==> config.mk <==
export PLATFORM = sky130hd
export DESIGN_NAME = rv_fetch_queue_flat
export DESIGN_NICKNAME = d
export VERILOG_FILES = /design/src/rtl/rv_fetch_queue_if.sv /design/src/rtl/rv_fetch_queue.sv /design/src/flat_wrapper.sv
export SDC_FILE = /design/constraint.sdc
export NUM_CORES = 1
export LEC_CHECK = 0
export CAP_MARGIN = 30
export CORE_MARGIN = 2
export CORE_UTILIZATION = 42
export DETAILED_ROUTE_END_ITERATION = 10
export GPL_TIMING_DRIVEN = 0
export HOLD_SLACK_MARGIN = 0.05
export PLACE_DENSITY = 0.66
export SETUP_SLACK_MARGIN = 0.4
export SYNTH_ARGS = -nofsm -noshare
export SYNTH_HDL_FRONTEND = slang
export SYNTH_SLANG_ARGS = --single-unit
==> constraint.sdc <==
create_clock -name clk_i -period 4.1 [get_ports clk_i]
set_input_delay 0.615 -clock clk_i [delete_from_list [all_inputs] [get_ports clk_i]]
set_output_delay 0.615 -clock clk_i [all_outputs]
set_load 0.01 [all_outputs]
==> src/rtl/rv_fetch_queue_if.sv <==
// rtl/rv_fetch_queue_if.sv - fetch/decode and instruction-memory handshake bundle for rv_fetch_queue
interface rv_fetch_queue_if;
    logic        redirect_i;
    logic [63:0] redirect_pc_i;
    logic        imem_req_o;
    logic [63:0] imem_addr_o;
    logic        imem_rvalid_i;
    logic [31:0] imem_rdata_i;
    logic        instr_valid_o;
    logic [31:0] instr_o;
    logic [63:0] pc_o;
    logic        instr_ready_i;

    modport master (
        input  redirect_i,
        input  redirect_pc_i,
        output imem_req_o,
        output imem_addr_o,
        input  imem_rvalid_i,
        input  imem_rdata_i,
        output instr_valid_o,
        output instr_o,
        output pc_o,
        input  instr_ready_i
    );

    modport slave (
        output redirect_i,
        output redirect_pc_i,
        input  imem_req_o,
        input  imem_addr_o,
        output imem_rvalid_i,
        output imem_rdata_i,
        input  instr_valid_o,
        input  instr_o,
        input  pc_o,
        output instr_ready_i
    );
endinterface

==> src/rtl/rv_fetch_queue.sv <==
// rtl/rv_fetch_queue.sv - sequential instruction fetch with a single outstanding request and a prefetch queue
module rv_fetch_queue #(
    parameter int          DEPTH    = 4,
    parameter logic [63:0] RESET_PC = 64'h0
) (
    input  logic             clk_i,
    input  logic             rst_i,
    rv_fetch_queue_if.master bus
);
    localparam int PW = $clog2(DEPTH);
    localparam int CW = PW + 1;
    localparam logic [CW-1:0] DEPTH_C = CW'(DEPTH);
    localparam logic [31:0] NOP = 32'h0000_0013;

    typedef logic [PW-1:0] ptr_t;

    logic [63:0]   fetch_pc_q, fetch_pc_d;
    logic [63:0]   req_pc_q, req_pc_d;
    logic          inflight_q, inflight_d;
    logic          drop_q, drop_d;
    logic [CW-1:0] count_q, count_d;
    ptr_t          wptr_q, wptr_d;
    ptr_t          rptr_q, rptr_d;
    logic [63:0]   pc_mem_q [DEPTH];
    logic [63:0]   pc_mem_d [DEPTH];
    logic [31:0]   instr_mem_q [DEPTH];
    logic [31:0]   instr_mem_d [DEPTH];

    logic issue;
    logic resp;
    logic push;
    logic pop;
    logic head_valid;

    // Credit check counts the outstanding word so a returning response always has a slot.
    always_comb begin
        issue      = !rst_i && !bus.redirect_i && (!inflight_q || bus.imem_rvalid_i)
                     && ((count_q + CW'(inflight_q)) < DEPTH_C);
        resp       = bus.imem_rvalid_i && inflight_q;
        push       = resp && !drop_q && !bus.redirect_i;
        head_valid = !rst_i && (count_q != '0);
        pop        = head_valid && bus.instr_ready_i && !bus.redirect_i;
    end

    always_comb begin
        fetch_pc_d  = fetch_pc_q;
        req_pc_d    = req_pc_q;
        inflight_d  = inflight_q;
        drop_d      = drop_q;
        count_d     = count_q;
        wptr_d      = wptr_q;
        rptr_d      = rptr_q;
        pc_mem_d    = pc_mem_q;
        instr_mem_d = instr_mem_q;

        if (bus.redirect_i) begin
            fetch_pc_d = bus.redirect_pc_i & ~64'h3;
            count_d    = '0;
            wptr_d     = '0;
            rptr_d     = '0;
            // A request still in flight keeps its slot but its word must be thrown away.
            inflight_d = inflight_q && !bus.imem_rvalid_i;
            drop_d     = inflight_q && !bus.imem_rvalid_i;
        end else begin
            if (issue) begin
                fetch_pc_d = fetch_pc_q + 64'd4;
                req_pc_d   = fetch_pc_q;
                inflight_d = 1'b1;
            end else if (resp) begin
                inflight_d = 1'b0;
            end

            if (resp && drop_q) begin
                drop_d = 1'b0;
            end

            if (push) begin
                pc_mem_d[wptr_q]    = req_pc_q;
                instr_mem_d[wptr_q] = bus.imem_rdata_i;
                wptr_d              = wptr_q + ptr_t'(1);
            end

            if (pop) begin
                rptr_d = rptr_q + ptr_t'(1);
            end

            case ({push, pop})
                2'b10:   count_d = count_q + CW'(1);
                2'b01:   count_d = count_q - CW'(1);
                default: count_d = count_q;
            endcase
        end
    end

    always_ff @(posedge clk_i) begin
        if (rst_i) begin
            fetch_pc_q <= RESET_PC;
            req_pc_q   <= 64'h0;
            inflight_q <= 1'b0;
            drop_q     <= 1'b0;
            count_q    <= '0;
            wptr_q     <= '0;
            rptr_q     <= '0;
        end else begin
            fetch_pc_q <= fetch_pc_d;
            req_pc_q   <= req_pc_d;
            inflight_q <= inflight_d;
            drop_q     <= drop_d;
            count_q    <= count_d;
            wptr_q     <= wptr_d;
            rptr_q     <= rptr_d;
        end
    end

    // Queue storage needs no reset: the head is only visible while count is nonzero.
    always_ff @(posedge clk_i) begin
        pc_mem_q    <= pc_mem_d;
        instr_mem_q <= instr_mem_d;
    end

    assign bus.imem_req_o    = issue;
    assign bus.imem_addr_o   = fetch_pc_q;
    assign bus.instr_valid_o = head_valid;
    assign bus.instr_o       = head_valid ? instr_mem_q[rptr_q] : NOP;
    assign bus.pc_o          = head_valid ? pc_mem_q[rptr_q] : 64'h0;
endmodule

==> src/flat_wrapper.sv <==
// flat-port wrapper written by rule: the top's interface ports become plain ports
module rv_fetch_queue_flat 
#(
    parameter int          DEPTH    = 4,
    parameter logic [63:0] RESET_PC = 64'h0
)
  (clk_i, rst_i, bus_redirect_i, bus_redirect_pc_i, bus_imem_req_o, bus_imem_addr_o, bus_imem_rvalid_i, bus_imem_rdata_i, bus_instr_valid_o, bus_instr_o, bus_pc_o, bus_instr_ready_i);
  rv_fetch_queue_if bus_i ();
  input  logic clk_i;
  input  logic rst_i;
  input wire logic [$bits(bus_i.redirect_i)-1:0] bus_redirect_i;
  input wire logic [$bits(bus_i.redirect_pc_i)-1:0] bus_redirect_pc_i;
  output wire logic [$bits(bus_i.imem_req_o)-1:0] bus_imem_req_o;
  output wire logic [$bits(bus_i.imem_addr_o)-1:0] bus_imem_addr_o;
  input wire logic [$bits(bus_i.imem_rvalid_i)-1:0] bus_imem_rvalid_i;
  input wire logic [$bits(bus_i.imem_rdata_i)-1:0] bus_imem_rdata_i;
  output wire logic [$bits(bus_i.instr_valid_o)-1:0] bus_instr_valid_o;
  output wire logic [$bits(bus_i.instr_o)-1:0] bus_instr_o;
  output wire logic [$bits(bus_i.pc_o)-1:0] bus_pc_o;
  input wire logic [$bits(bus_i.instr_ready_i)-1:0] bus_instr_ready_i;
  assign bus_i.redirect_i = bus_redirect_i;
  assign bus_i.redirect_pc_i = bus_redirect_pc_i;
  assign bus_imem_req_o = bus_i.imem_req_o;
  assign bus_imem_addr_o = bus_i.imem_addr_o;
  assign bus_i.imem_rvalid_i = bus_imem_rvalid_i;
  assign bus_i.imem_rdata_i = bus_imem_rdata_i;
  assign bus_instr_valid_o = bus_i.instr_valid_o;
  assign bus_instr_o = bus_i.instr_o;
  assign bus_pc_o = bus_i.pc_o;
  assign bus_i.instr_ready_i = bus_instr_ready_i;
  rv_fetch_queue #(.DEPTH(DEPTH), .RESET_PC(RESET_PC)) u_core (.clk_i(clk_i), .rst_i(rst_i), .bus(bus_i));
endmodule
Yosys cells after proc, flatten, opt, wreduce, memory -nomap -nowiden
Index checks and enable logic that the tools add are counted.

Register bits after elaboration: 521. Bits of input ports: 101. Output and inout port bits: 162. Logic and storage cells: 79.

Add/subtract/negate cells: 6. $lt $le $gt $ge: 4. Equality and inequality tests: 2. Mux-type cells: 22. Bitwise operators: 3. Reductions and logical operators: 26.

Operators with widths (number): $mux 64 (6); $bwmux 256 (1); $bmux 64 s2 (1); $bwmux 128 (1); $demux 64 s2 (1); $mux 32 (4); $add 64x3->64 const B (1); $bmux 32 s2 (1); $demux 32 s2 (1); $logic_and 1x1->1 (12); $ge 3x3->1 const B (2); $not 2->3 (2); $pmux 3 s2 (1); $reduce_bool 2->1 (3); $reduce_bool 3->1 (2); $logic_not 1->1 (5); $mux 1 (5); $add 2x1->2 const B (2); $reduce_and 2->1 (2); $add 3x1->3 (1); $add 3x1->3 const B (1); $lt 3x1->1 const B (1); $lt 3x3->1 const B (1); $sub 3x1->3 const B (1); other kinds (5) (5).

Longest topological paths before layout
Depth in word-level cells: 6. Depth in mapped cells: 9. Gate-level depth less buffers: 9.

Least setup slack after synthesis
OpenSTA, ideal clock, no wires.

Kind: input-to-reg. From: input port bus_redirect_i. To: register u_core.instr_mem_q[0] in the netlist's numbering, enable pin. Library setup time: 0.463 ns. Arrival: 3.510 ns. Data required time: 3.637 ns. Setup slack: 0.126 ns. Cell stages on the path: 3. Buffers on the path: 1. Cells stage by stage: clkbuf_1 > nor3_1 > and2_1.

Word-level cells in the longest chain between the ends: 3. Elaborated cells on any way between the ends: 4. Classes of those cells: bitwise (1); reduce/logical (3).

Ends and longest elaborated chain: start: declaration (RTL line flat_wrapper.sv:11) `input wire logic [$bits(bus_i.redirect_i)-1:0] bus_redirect_i;`; $logic_not 1->1 (RTL line rv_fetch_queue.sv:40) `push = resp && !drop_q && !bus.redirect_i;`; $logic_and 1x1->1 (RTL line rv_fetch_queue.sv:40); $reduce_and 2->1 (no source line) (*); end signal: assignment (RTL line rv_fetch_queue.sv:118) `instr_mem_q <= instr_mem_d;`; end: declaration (RTL line rv_fetch_queue.sv:26) `logic [31:0] instr_mem_q [DEPTH];`.

Mark *: on every way between the ends. The rest lies on a longest branch, timed or not. A chain may end at the register's enable or synchronous reset.

Final worst setup path
From: register u_core.rptr_q[1]. To: output port bus_pc_o[2].

Word-level cells in the longest chain between the ends: 5.

Ends and longest elaborated chain: start: declaration (RTL line rv_fetch_queue.sv:23) `ptr_t rptr_q, rptr_d;`; start signal: assignment (RTL line rv_fetch_queue.sv:111) `rptr_q <= rptr_d;`; $not 2->3 (not written as such) (RTL line rv_fetch_queue.sv:125) `assign bus.pc_o = head_valid ? pc_mem_q[rptr_q] : 64'h0;`; $bmux 64 s2 (RTL line rv_fetch_queue.sv:125); $mux 64 (not written as such) (2 in a row) (RTL line rv_fetch_queue.sv:125); $mux 64 (RTL line rv_fetch_queue.sv:125); end: declaration (RTL line flat_wrapper.sv:19) `output wire logic [$bits(bus_i.pc_o)-1:0] bus_pc_o;`.

Every way passes these cells. The select of a mux whose other input is x is not followed.

==> impl_metrics.py <==
metrics = {
    "cts": {
        "clockRootBuffer": "clkbuf_16",
        "clock_sinks": 509,
        "path_clk_slew_ps": 60,
        "postCtsSetupBuffers": 0,
        "clock_path_buffers": 3,
        "cts-hold-fix-buffers": 0,
        "cts_tree": "done",
        "cts_htree_levels": 2,
        "clk_latency_ps": 590,
        "cts_inserted_buffers": 52,
    },
    "pwr": {
        "p_sw_share_pct": 21.0,
        "power.switching_uw": 2330,
        "cellPowerDensity_nw_per_um2": 423,
        "p_int_uw": 8750,
        "sequentialPowerShare_pct": 51.3,
        "pwr-share-clk_pct": 44.1,
        "pwr-share-comb_pct": 4.6,
        "vdd_drop_max_mv": 0.395,
        "p_leak_uw": 0.00869,
    },
    "sta": {
        "skew_ps": 19.2,
        "worstMarginPinSlew_ps": 1010,
        "layout_min_cycle_time_ps": 3550,
        "slew-limit-headroom_pct": 32.4,
        "rsz0062_at_grt": "false",
        "max_clock_freq_mhz": 282,
        "min_period_over_period_pct": 86.5,
        "hold_viol": 0,
        "finalSetupViolCount": 0,
        "finalMaxSlewViolations": 0,
    },
    "min_path": {
        "min-delay-start": "u_core.req_pc_q[6]",
        "hp-class": "reg2reg",
    },
    "final_layout": {
        "final_util_pct": 53.7,
        "multiInputGateArea_um2": 6240,
        "final_nets": 1850,
        "n_antenna_cell": 0,
        "final_cells": 2448,
        "fillers": 4092,
        "drive_gt1_share_pct": 13.3,
        "register_area_um2": 14000,
        "area_delta_synth_final_pct": 26.5,
    },
    "die": {
        "start_util_pct": 42.4,
        "fp.dieH_um": 226,
        "die_area_um2": 51000,
        "die_w_um": 226,
        "num_rows": 81,
        "core_um2": 48700,
        "ios": 263,
    },
    "setup_path": {
        "crit_fanout": 10,
        "crit_start": "u_core.rptr_q[1]",
        "cp.arrival_ps": 2930,
        "r2r-start": "u_core.count_q[0]",
        "cp-start-kind": "flip-flop",
        "path_class": "reg2out",
        "end_kind": "output port",
        "rrSetupSlack_ps": 880,
        "critPathRequiredTime_ps": 3480,
    },
    "route": {
        "drtIter0Drc": 1131,
        "dr.max_layer_used": "met5",
        "via_count": 13300,
        "drc_errors": 0,
        "met1Wirelength_um": 22600,
        "drt_first_pass_iters": 6,
        "wl_per_cell_um": 22.9,
        "dr_wl_met3_um": 4790,
        "vias_per_cell": 5.44,
        "ant_nets": 0,
        "wirelength_um": 55900,
        "routed-wl-met2_um": 27200,
    },
    "yosys": {
        "synthTopCellsByArea": "edfxtp_1, dfxtp_1, mux4_2",
        "netlist.top_cell.by_area": "edfxtp_1",
        "synthArstFlopShare_pct": 0,
        "synthTopCellsByCount": "edfxtp_1, nand2_1, dfxtp_1",
        "yosysMostFrequentCell": "edfxtp_1",
        "yosys_warnings": 0,
        "post_synth.cell_area_avg_um2": 14.6,
        "synthFlopType": "edfxtp_1",
        "synthCells": 1420,
        "synth_edf_count": 376,
        "synth_top_area_share_pct": 54.6,
        "synth-seq-cells": 509,
        "ys_seq_area_share_pct": 67.5,
        "netlist-cell-type-count": 66,
        "synthesis.area_um2": 20700,
    },
    "grt": {
        "antenna_found_initial": 1,
        "grt_use_total_pct": 21.9,
        "grt_pass1_vias": 13200,
        "grt_pass1_wl_um": 82200,
        "grt_max_degree": 58,
        "grt-ovfl-total": 0,
    },
    "place": {
        "gp_congestion": 0.895,
        "port_buffers": 255,
        "dpl.hpwl_um": 39200,
        "dp_cells": 2352,
    },
    "flow_run": {
        "max_cap_viol_count": 0,
    },
    "status": {
        "outcome": "complete, no violations",
    },
}
per-stage QoR:
step | area [µm²] | setup WS (ps) | hold WS (ps) | setup TNS [ps] | power [µW]
after floorplan | 20700 | 1140 | 460 | 0 | 5950
after global placement | 24100 | -559 | 470 | -206010 | 6280
after detailed placement | 24300 | -306 | 483 | -306 | 6300
after CTS | 26100 | 246 | 495 | 0 | 11200
after global routing | 26200 | 407 | 523 | 0 | 11400
final | 26200 | 553 | 500 | 0 | 11100
critical path: stages, from the launching register on:
cell and delay [ps]:
dfxtp_1 300, clkbuf_1 230, clkbuf_1 690, mux4_2 340
and2_1 220, clkdlybuf4s50_1 570
cell usage in the layout (no fill, tap or decap), types with 10 or more instances in the layout:
cell             Yosys  layout
a2111oi_0           11      11
a211oi_1            23      23
a21oi_1             71      71
a311oi_1            12      12
a31oi_1             13      13
and2_1             107     103
and3_1              11      11
and4_1              15      15
clkbuf_1            67      66
clkbuf_16            0      53
clkbuf_2             0      12
clkdlybuf4s50_1      0     254
clkinv_2             0      12
dfxtp_1            133     133
edfxtp_1           376     376
inv_1               15      15
mux4_2              94      94
nand2_1            166     166
nand3_1             21      21
nand4_1             19      19
nor2_1              67      67
o21ai_0             17      17
or3_1               13      13
or4_1               15      15
xnor2_1             19      19
xor2_1              10      10
state kept, by name, indices dropped and copies added (netlist names):
signal	cells
u_core.wptr_q	2
u_core.instr_mem_q	128
u_core.rptr_q	2
u_core.req_pc_q	62
u_core.inflight_q	1
u_core.bus.imem_addr_o	62
u_core.drop_q	1
u_core.count_q	3
u_core.pc_mem_q	248
power by group through the flow:
| stage | clock network, µW | registers, µW | logic, µW |
|---|---|---|---|
| 6_report | 4880 | 5680 | 513 |
| 5_1_grt | 5170 | 5690 | 548 |
| 4_1_cts | 4970 | 5680 | 514 |
| 3_5_place_dp | 0 | 5790 | 509 |
| 3_3_place_gp | 0 | 5780 | 500 |
| 2_1_floorplan | 0 | 5770 | 185 |
timing repair:
item	4_1_cts	5_1_grt
gates resized for setup	28	14
endpoints found under the setup margin	94	43
cloned	0	0
routing by layer:
layer	GRT usage, %	vias up
met5	0	-
met3	5.74	77
met2	36.3	537
met4	5.85	2
li1	-	6079
met1	28.5	6618
cell families (layout without fill, tap and decap cells):
| logic type | count (synthesis) | count (layout) | synth area share [%] |
|---|---|---|---|
| DFF | 509 | 509 | 67.5 |
| muxes | 96 | 96 | 10.3 |
| xor gates and xnor gates | 29 | 29 | 1.23 |
| AOI/OAI and AO/OA | 189 | 189 | 6.14 |
| other | 1 | 4 | 0.0181 |
| buffers and inverters | 114 | 475 | 2.44 |
| adders and majority gates | 7 | 7 | 0.460 |
| and+or+nand+nor | 475 | 475 | 11.9 |
worst paths after layout:
| path | endpoint | cells past startpoint |
|---|---|---|
| max | bus_pc_o[2] | 5 |
| min reg2reg | u_core.req_pc_q[6] | 2 |
| max reg2reg | u_core.req_pc_q[20] | 9 |
| min | u_core.req_pc_q[6] | 2 |
area by class of cell:
cell class / instances / share of cell area (%)
multi-input combinational: 800 / 23.9
clock buffer: 69 / 5.41
clock inverter: 27 / 1.32
tap: 664 / 3.18
inverter: 16 / 0.230
sequential: 509 / 53.3
buffer: 98 / 2.00
timing repair buffer: 265 / 10.6
Note: power is estimated with default switching activity, not from simulation.
